File: config.mk
export PLATFORM = sky130hd
export DESIGN_NAME = mem_stage_flat
export DESIGN_NICKNAME = d
export VERILOG_FILES = /design/src/rtl/mem_stage_if.sv /design/src/rtl/mem_stage.sv /design/src/flat_wrapper.sv
export SDC_FILE = /design/constraint.sdc
export NUM_CORES = 1
export LEC_CHECK = 0
export CAP_MARGIN = 20
export CORE_MARGIN = 3
export CORE_UTILIZATION = 41
export DETAILED_ROUTE_END_ITERATION = 8
export MAX_ROUTING_LAYER = met4
export PLACE_DENSITY = 0.81
export SLEW_MARGIN = 20
export SYNTH_ARGS = -nofsm -noshare
export SYNTH_HDL_FRONTEND = slang
export SYNTH_SLANG_ARGS = --single-unit
File: constraint.sdc
create_clock -name clk -period 1.89 [get_ports clk]
set_input_delay 0.189 -clock clk [delete_from_list [all_inputs] [get_ports clk]]
set_output_delay 0.189 -clock clk [all_outputs]
set_load 0.05 [all_outputs]
File: src/rtl/mem_stage_if.sv
// ----------------------------------------------------------------------------
// mem_stage_if
// Pipeline handshake bundle around the memory stage.
//   ES -> MS link : es_to_ms_valid, es_to_ms_bus[73:0], ms_allowin (back)
//   MS -> WS link : ms_to_ws_valid, ms_to_ws_bus[69:0], ws_allowin (back)
// Modports:
//   slave  : the memory stage itself
//   master : the surrounding pipeline (execute/writeback side or a bench)
// ----------------------------------------------------------------------------
interface mem_stage_if;
    logic        ms_allowin;
    logic        es_to_ms_valid;
    logic [73:0] es_to_ms_bus;
    logic        ws_allowin;
    logic        ms_to_ws_valid;
    logic [69:0] ms_to_ws_bus;

    modport slave (
        output ms_allowin,
        input  es_to_ms_valid,
        input  es_to_ms_bus,
        input  ws_allowin,
        output ms_to_ws_valid,
        output ms_to_ws_bus
    );

    modport master (
        input  ms_allowin,
        output es_to_ms_valid,
        output es_to_ms_bus,
        output ws_allowin,
        input  ms_to_ws_valid,
        input  ms_to_ws_bus
    );
endinterface

File: src/rtl/mem_stage.sv
// ----------------------------------------------------------------------------
// mem_stage
// Memory stage of the in-order pipeline: latches the execute-stage bus,
// extracts/extends load data and forwards the result to writeback and decode.
//
// Ports:
//   clk                   sole clock, posedge
//   reset                 synchronous, active-high
//   ms_stall              hold stage contents
//   ms_flush              squash stage contents (wins over stall and accept)
//   pipe (slave)          ES->MS and MS->WS handshakes, see mem_stage_if
//   data_sram_rdata[31:0] load data from data SRAM
//   data_sram_data_ok     response strobe (only with MS_DATA_OK_WAIT_EN)
//   ms_to_ds_forward_bus  {load_pending, fwd_en, dest[4:0], result[31:0]}
//
// Build option: define MS_DATA_OK_WAIT_EN to make loads wait for
// data_sram_data_ok (with response buffering and stale-response discard).
// Without it the load data is taken combinationally in the MS cycle.
// ----------------------------------------------------------------------------
module mem_stage (
    input  logic        clk,
    input  logic        reset,
    input  logic        ms_stall,
    input  logic        ms_flush,
    mem_stage_if.slave  pipe,
    input  logic [31:0] data_sram_rdata,
    input  logic        data_sram_data_ok,
    output logic [38:0] ms_to_ds_forward_bus
);
    logic        r_ms_valid;
    logic [73:0] r_bus;

    logic        w_res_from_mem;
    logic [2:0]  w_ld_type;
    logic        w_gr_we;
    logic [4:0]  w_dest;
    logic [31:0] w_alu_result;
    logic [31:0] w_pc;
    logic        w_ready_go;
    logic        w_leave;
    logic [31:0] w_load_word;
    logic [7:0]  w_byte [4];
    logic [7:0]  w_sel_byte;
    logic [15:0] w_sel_half;
    logic [31:0] w_load_ext;
    logic [31:0] w_final_result;
    logic        w_fwd_en;
    logic        w_load_pending;

    assign w_res_from_mem = r_bus[73];
    assign w_ld_type      = r_bus[72:70];
    assign w_gr_we        = r_bus[69];
    assign w_dest         = r_bus[68:64];
    assign w_alu_result   = r_bus[63:32];
    assign w_pc           = r_bus[31:0];

`ifdef MS_DATA_OK_WAIT_EN
    logic        r_data_ok_seen;
    logic        r_discard;
    logic [31:0] r_rdata_buf;
    logic        w_rsp_ok;

    // A response is ours only if no flushed load is still owed one.
    assign w_rsp_ok    = data_sram_data_ok && !r_discard;
    assign w_ready_go  = !w_res_from_mem || r_data_ok_seen || w_rsp_ok;
    assign w_load_word = r_data_ok_seen ? r_rdata_buf : data_sram_rdata;

    always_ff @(posedge clk) begin
        if (reset) begin
            r_data_ok_seen <= 1'b0;
            r_discard      <= 1'b0;
            r_rdata_buf    <= 32'd0;
        end else if (ms_flush) begin
            r_data_ok_seen <= 1'b0;
            // A flushed load whose response is still outstanding leaves one
            // response in flight that must be swallowed later.
            if (r_ms_valid && w_res_from_mem && !r_data_ok_seen && !w_rsp_ok)
                r_discard <= 1'b1;
            else if (data_sram_data_ok)
                r_discard <= 1'b0;
        end else begin
            if (data_sram_data_ok && r_discard)
                r_discard <= 1'b0;
            else if (w_rsp_ok && r_ms_valid && w_res_from_mem &&
                     !r_data_ok_seen && !w_leave) begin
                r_rdata_buf    <= data_sram_rdata;
                r_data_ok_seen <= 1'b1;
            end
            if (w_leave)
                r_data_ok_seen <= 1'b0;
        end
    end
`else
    logic w_unused_data_ok;
    assign w_unused_data_ok = data_sram_data_ok;
    assign w_ready_go       = 1'b1;
    assign w_load_word      = data_sram_rdata;
`endif

    // Byte lanes of the load word, picked by the low address bits.
    genvar gi;
    generate
        for (gi = 0; gi < 4; gi++) begin : g_lane
            assign w_byte[gi] = w_load_word[8*gi +: 8];
        end
    endgenerate

    assign w_sel_byte = w_byte[w_alu_result[1:0]];
    assign w_sel_half = w_alu_result[1] ? w_load_word[31:16] : w_load_word[15:0];

    always_comb begin
        w_load_ext = w_load_word;
        case (w_ld_type)
            3'b001:  w_load_ext = {{24{w_sel_byte[7]}}, w_sel_byte};
            3'b010:  w_load_ext = {{16{w_sel_half[15]}}, w_sel_half};
            3'b011:  w_load_ext = {24'd0, w_sel_byte};
            3'b100:  w_load_ext = {16'd0, w_sel_half};
            default: w_load_ext = w_load_word;
        endcase
    end

    assign w_final_result = w_res_from_mem ? w_load_ext : w_alu_result;

    assign pipe.ms_allowin     = (!r_ms_valid || (w_ready_go && pipe.ws_allowin)) && !ms_stall;
    assign pipe.ms_to_ws_valid = r_ms_valid && w_ready_go && !ms_stall;
    assign pipe.ms_to_ws_bus   = {w_gr_we, w_dest, w_final_result, w_pc};
    assign w_leave             = pipe.ms_to_ws_valid && pipe.ws_allowin;

    assign w_fwd_en       = r_ms_valid && w_gr_we && (w_dest != 5'd0) && w_ready_go;
    assign w_load_pending = r_ms_valid && w_res_from_mem && w_gr_we &&
                            (w_dest != 5'd0) && !w_ready_go;
    assign ms_to_ds_forward_bus = {w_load_pending, w_fwd_en, w_dest, w_final_result};

    always_ff @(posedge clk) begin
        if (reset) begin
            r_ms_valid <= 1'b0;
            r_bus      <= 74'd0;
        end else if (ms_flush) begin
            r_ms_valid <= 1'b0;
            r_bus      <= 74'd0;
        end else if (pipe.ms_allowin) begin
            r_ms_valid <= pipe.es_to_ms_valid;
            if (pipe.es_to_ms_valid)
                r_bus <= pipe.es_to_ms_bus;
        end
    end
endmodule

File: src/flat_wrapper.sv
// flat-port wrapper written by rule: the top's interface ports become plain ports
module mem_stage_flat 
  (clk, reset, ms_stall, ms_flush, data_sram_rdata, data_sram_data_ok, ms_to_ds_forward_bus, pipe_ms_allowin, pipe_es_to_ms_valid, pipe_es_to_ms_bus, pipe_ws_allowin, pipe_ms_to_ws_valid, pipe_ms_to_ws_bus);
  mem_stage_if pipe_i ();
  input  logic clk;
  input  logic reset;
  input  logic ms_stall;
  input  logic ms_flush;
  input  logic [31:0] data_sram_rdata;
  input  logic data_sram_data_ok;
  output logic [38:0] ms_to_ds_forward_bus;
  output wire logic [$bits(pipe_i.ms_allowin)-1:0] pipe_ms_allowin;
  input wire logic [$bits(pipe_i.es_to_ms_valid)-1:0] pipe_es_to_ms_valid;
  input wire logic [$bits(pipe_i.es_to_ms_bus)-1:0] pipe_es_to_ms_bus;
  input wire logic [$bits(pipe_i.ws_allowin)-1:0] pipe_ws_allowin;
  output wire logic [$bits(pipe_i.ms_to_ws_valid)-1:0] pipe_ms_to_ws_valid;
  output wire logic [$bits(pipe_i.ms_to_ws_bus)-1:0] pipe_ms_to_ws_bus;
  assign pipe_ms_allowin = pipe_i.ms_allowin;
  assign pipe_i.es_to_ms_valid = pipe_es_to_ms_valid;
  assign pipe_i.es_to_ms_bus = pipe_es_to_ms_bus;
  assign pipe_i.ws_allowin = pipe_ws_allowin;
  assign pipe_ms_to_ws_valid = pipe_i.ms_to_ws_valid;
  assign pipe_ms_to_ws_bus = pipe_i.ms_to_ws_bus;
  mem_stage u_core (.clk(clk), .reset(reset), .ms_stall(ms_stall), .ms_flush(ms_flush), .pipe(pipe_i), .data_sram_rdata(data_sram_rdata), .data_sram_data_ok(data_sram_data_ok), .ms_to_ds_forward_bus(ms_to_ds_forward_bus));
endmodule
=== After elaboration in Yosys (flattened, before gate mapping) ===
Cells that the tools add are included.

* Multiplexer cells: 6
* Reduce and logical (&&, ||, !) cells: 10
* Order comparisons: 1
* Eq/ne operators: 4
* Bitwise gates (word level): 1

{| class="wikitable"
|+ Operators with widths
! kind !! count
|-
| 32-bit case mux with 4 select lines || 1
|-
| 32-bit 2-to-1 mux || 1
|-
| 8-bit binary-select mux with 2-bit select || 1
|-
| 16-bit 2-to-1 mux || 1
|-
| 8-bit 2-to-1 mux || 2
|-
| 3-bit by 2-bit == test with 1-bit output, second input constant || 2
|-
| 5-bit nonzero test || 1
|-
| 1-bit logical AND || 4
|-
| 3-bit by 1-bit == test with 1-bit output, second input constant || 1
|-
| 3-bit == test, second input constant || 1
|-
| 3-bit greater-or-equal comparator, second input constant || 1
|-
| 2-bit inverter with 3-bit output || 1
|-
| 1-bit zero test || 2
|-
| 2-bit AND reduction || 1
|-
| 2-bit OR reduction || 1
|-
| 1-bit logical OR || 1
|}

* Word-level logic and storage cells: 24
* Output and inout port bits: 111
* Input bits: 113
* Bits in registers: 75

=== Depth between registers and ports, before layout ===
* Depth in word-level cells: 6
* Gate-level depth with buffers: 8
* Mapped depth without buffers: 4

=== Worst setup path before layout ===
No wires, ideal clock.

* Path type: register -> output
* Start: register u_core.r_bus[71]
* End: output pipe_ms_to_ws_bus[55]
* Cell stages (with the launch flop): 8
* Buffers on the path: 3
* Required time: 1.701 ns
* Path slack: -0.906 ns
* Arrival: 2.607 ns
* Path through: dfxtp_1 > buf_6 > or2_1 > buf_6 > xnor2_4 > a21oi_1 > o21ai_0 > buf_4

* Longest elaborated chain between the ends: 3
* Elaborated cells on any way between the ends: 6
* Those cells by class: eq/ne: 4; mux: 2

{| class="wikitable"
|+ Ends and longest elaborated chain
! what !! RTL line !! text
|-
| start, declared || mem_stage.sv:31 || <nowiki>logic [73:0] r_bus;</nowiki>
|-
| start signal, assigned || mem_stage.sv:144 || <nowiki>r_bus <= pipe.es_to_ms_bus;</nowiki>
|-
| 3-bit == test, or another cell as far along || mem_stage.sv:113 || <nowiki>case (w_ld_type)</nowiki>
|-
| 32-bit case mux with 4 select lines (*) || mem_stage.sv:113 ||
|-
| 32-bit 2-to-1 mux (*) || mem_stage.sv:122 || <nowiki>assign w_final_result = w_res_from_mem ? w_load_ext : w_alu_result;</nowiki>
|-
| end, declared || flat_wrapper.sv:17 || <nowiki>output wire logic [$bits(pipe_i.ms_to_ws_bus)-1:0] pipe_ms_to_ws_bus;</nowiki>
|}

Mark *: on every way between the ends. The rest lies on a longest branch, timed or not.

=== Worst setup path after layout ===
* Start: input data_sram_rdata[7]
* End: output pipe_ms_to_ws_bus[46]

* Longest elaborated chain between the ends: 5

{| class="wikitable"
|+ Ends and longest elaborated chain
! what !! RTL line !! text
|-
| start, declared || flat_wrapper.sv:9 || <nowiki>input logic [31:0] data_sram_rdata;</nowiki>
|-
| 8-bit binary-select mux with 2-bit select || mem_stage.sv:108 || <nowiki>assign w_sel_byte = w_byte[w_alu_result[1:0]];</nowiki>
|-
| 8-bit 2-to-1 mux (not written as such) (2 in series) || mem_stage.sv:108 ||
|-
| 32-bit case mux with 4 select lines || mem_stage.sv:113 ||
|-
| 32-bit 2-to-1 mux || mem_stage.sv:122 ||
|}

Every way passes these cells. The select of a mux whose other input is x is not followed.

==> reports/metrics.cfg <==
[yosys]
synth.largest_area_cell = dfxtp_1
post-synth-top-area-fraction_pct = 32.8
synth_async_sr_flop_share_pct = 0
post_synth_most_frequent_cells = 180 x nand2_1, 81 x a21oi_1, 78 x buf_4
syn-instance-count = 623
largest_cells_by_area_after_synthesis = dfxtp_1 33%, nand2_1 15%, buf_4 13%
ys_warn_count = 0
yosysSeqAreaShare_pct = 32.8
yosysMostFrequentCell = nand2_1
dominantRegCellSynth = dfxtp_1
synth.net_count = 736
synth_enable_flop_cells = 0
ys_seq_elements = 75
synth.distinct_cells = 49
mappedNetlistArea_sq_mm = 0.00458
post_synth.cell_area_avg_sq_um = 7.35

[clock_tree]
worst_skew_pair.late_latency_ns = 0.36
clk_transition_reported_paths_ns = 0.08
ctsHtreeMaxLevel = 3
cts-buffers-inserted = 9
cts_buffer_depth = 2
cts.sinks = 75
cts_tree = yes
cts_root_buffer = clkbuf_8

[detailed_routing]
drt_first_pass_iters = 7
route.vias.total = 5281
vias_per_cell = 5.66
drt_iter0_drc = 334
routed_wire_length_per_instance_um = 20.6
drc = 0
drtAntennaViolNets = 0
drt-total-wl_um = 19200

[floorplanning]
start_util_pct = 43.2
die-height_um = 112
die_w_um = 112
fp-row-count = 37
design.die.area_sq_mm = 0.0125
core_area_sq_mm = 0.0106
ioPinCount = 224

[worst_setup_path]
critPathMaxFanout = 5
critical_path.top_delay_family = compound AO/OA/AOI/OAI gates
worstPathCellList = clkdlybuf4s50_1 -> nor2b_2 -> a2111oi_2 -> o31a_4 -> a221oi_4 -> buf_12
critical_path.startpoint_type = input pin
critPathSlowestCell = clkdlybuf4s50_1
timing.critical_path.to_type = output pin
worst_path_largest_cell_delay_ns = 0.56
setup.worst_path.class = in -> out
data_required_time_of_the_worst_path_ns = 1.70
crit_arrival_ns = 2.13
critPathBufInv = 2

[pwr]
vdd.ir_drop.worst_uv = 450
p_per_area_mw_per_mm2 = 532
p_leak_nw = 3.11
power_mw = 4.51

[global_routing]
grt_max_degree = 76
grt_first_pass_wirelength_um = 27800
grtUsageTotal_pct = 28.6
grt_antenna_before_repair = 0
gr-total-overflow = 0
via_count_of_the_first_global_routing_pass = 5271

[sta]
hold-worst-slack_ns = 0.363
maxClockFrequency_mhz = 431
setup_repair_after_global_routing_missed_its_margin = yes
clock-skew-final_ns = 0.00897
finalHoldViolations = 0
finalWorstPathRequiredPeriod_ns = 2.32
final_min_period_over_clock_period_pct = 123
relSlewSlack_pct = 64.4
finalSetupViolCount = 64
tns_ns = -22.90
final_slew_violations = 0
setup_ws_final_ns = -0.428
worst_slew_pin_slew_ns = 0.528

[finish]
drive_above_1_share_pct = 31.1
fin_util_pct = 79.9
insertedDiodeCount = 0
layout.nets = 905
final_cell_count_no_fill = 933
finish.instance_area_sq_mm = 0.00847
area.growth.synth_to_final_pct = 85.1

[placement]
port_buffers = 221
place_ws_ns = -0.398
dpl-instance-area_sq_mm = 0.00768
dp_cells = 907
place_congestion = 0.937
detailedPlacementHpwl_um = 12500

[hold_path]
hold_path.class = in -> reg

[flow_run]
max-cap-violations = 0

[status]
outcome = finished with violations
violated_checks = setup timing

cell families after synthesis:
logic type,Yosys count,synth area share [%]
compound gates,143,19.6
buf+inv,128,18.0
simple gates,260,24.9
flops,75,32.8
xor+xnor,3,1.15
other cells,1,0.0819
mux,13,3.44
cells in the final DEF (no fill, tap or decap), types with 3 or more instances in the layout:
cell type,n
a221oi_4,5
nand2_1,174
nor2b_2,3
dfxtp_2,3
a211oi_4,5
nor2_1,22
a21oi_1,77
clkbuf_8,9
a31oi_4,10
inv_1,6
a211oi_2,6
dfxtp_1,70
nand3_4,17
clkdlybuf4s50_1,154
mux2_2,9
a21oi_2,4
mux2_4,3
nand3_2,4
nor4_2,3
buf_6,17
nand2_2,4
buf_4,31
nand3_1,6
bufinv_16,3
nor2b_1,11
xnor2_4,3
o21ai_0,9
o21ai_4,4
buf_12,73
metal layers:
| layer | GRT usage [%] | vias up | wire, um |
|---|---|---|---|
| li1 | - | 2359 | - |
| met1 | 31.9 | 2491 | 7250 |
| met2 | 49.4 | 363 | 9480 |
| met3 | 6.85 | 68 | 1720 |
| met4 | 10.9 | 0 | 795 |
| met5 | - | - | 0 |
worst register-to-register path: stages, from the launching register on:
cell	delay, ns
dfxtp_1	0.41
inv_1	0.11
o211ai_1	0.32
buf_12	0.29
nand2_1	0.16
a21oi_1	0.18
layout make-up:
class / count / area, sq um
clock buffer: 10 / 128
clock inverter: 6 / 111
fill: 579 / 2130
inverter: 7 / 26.3
multi-input combinational: 420 / 3010
sequential: 75 / 1510
tap: 136 / 170
timing repair buffer: 279 / 3510
registers in the layout, summed over array words and instances, names as in the netlist:
name               cells
u_core.r_ms_valid      1
u_core.r_bus          74
worst paths after layout:
path	startpoint	endpoint	slack [ns]	depth (start not counted)
worst min register to register	u_core.r_bus[11]$_SDFFE_PP0P_	u_core.r_bus[11]$_SDFFE_PP0P_	0.45	2
worst max-delay path	data_sram_rdata[7]	pipe_ms_to_ws_bus[46]	-0.43	6
worst max register to register	u_core.r_ms_valid$_SDFFE_PP0N_	u_core.r_bus[36]$_SDFFE_PP0P_	0.35	5
worst min-delay path	pipe_es_to_ms_bus[70]	u_core.r_bus[70]$_SDFFE_PP0P_	0.36	3
what timing repair did:
item	CTS	global route
hold buffers	0	0
pin swaps	29	18
hold endpoints to repair	0	0
resized for setup	55	33
gates cloned	2	1
setup endpoints to repair	64	64
buffers inserted	11	1
power breakdown:
part,internal (mW),leakage (nW),switching [mW],total (mW)
Sequential,1.61,0.611,0.0245,1.64
Clock,0.881,0.117,0.650,1.53
Combinational,0.629,2.38,0.712,1.34
Total,3.12,3.11,1.39,4.51
No activity file was read; power rests on OpenSTA's default activity.
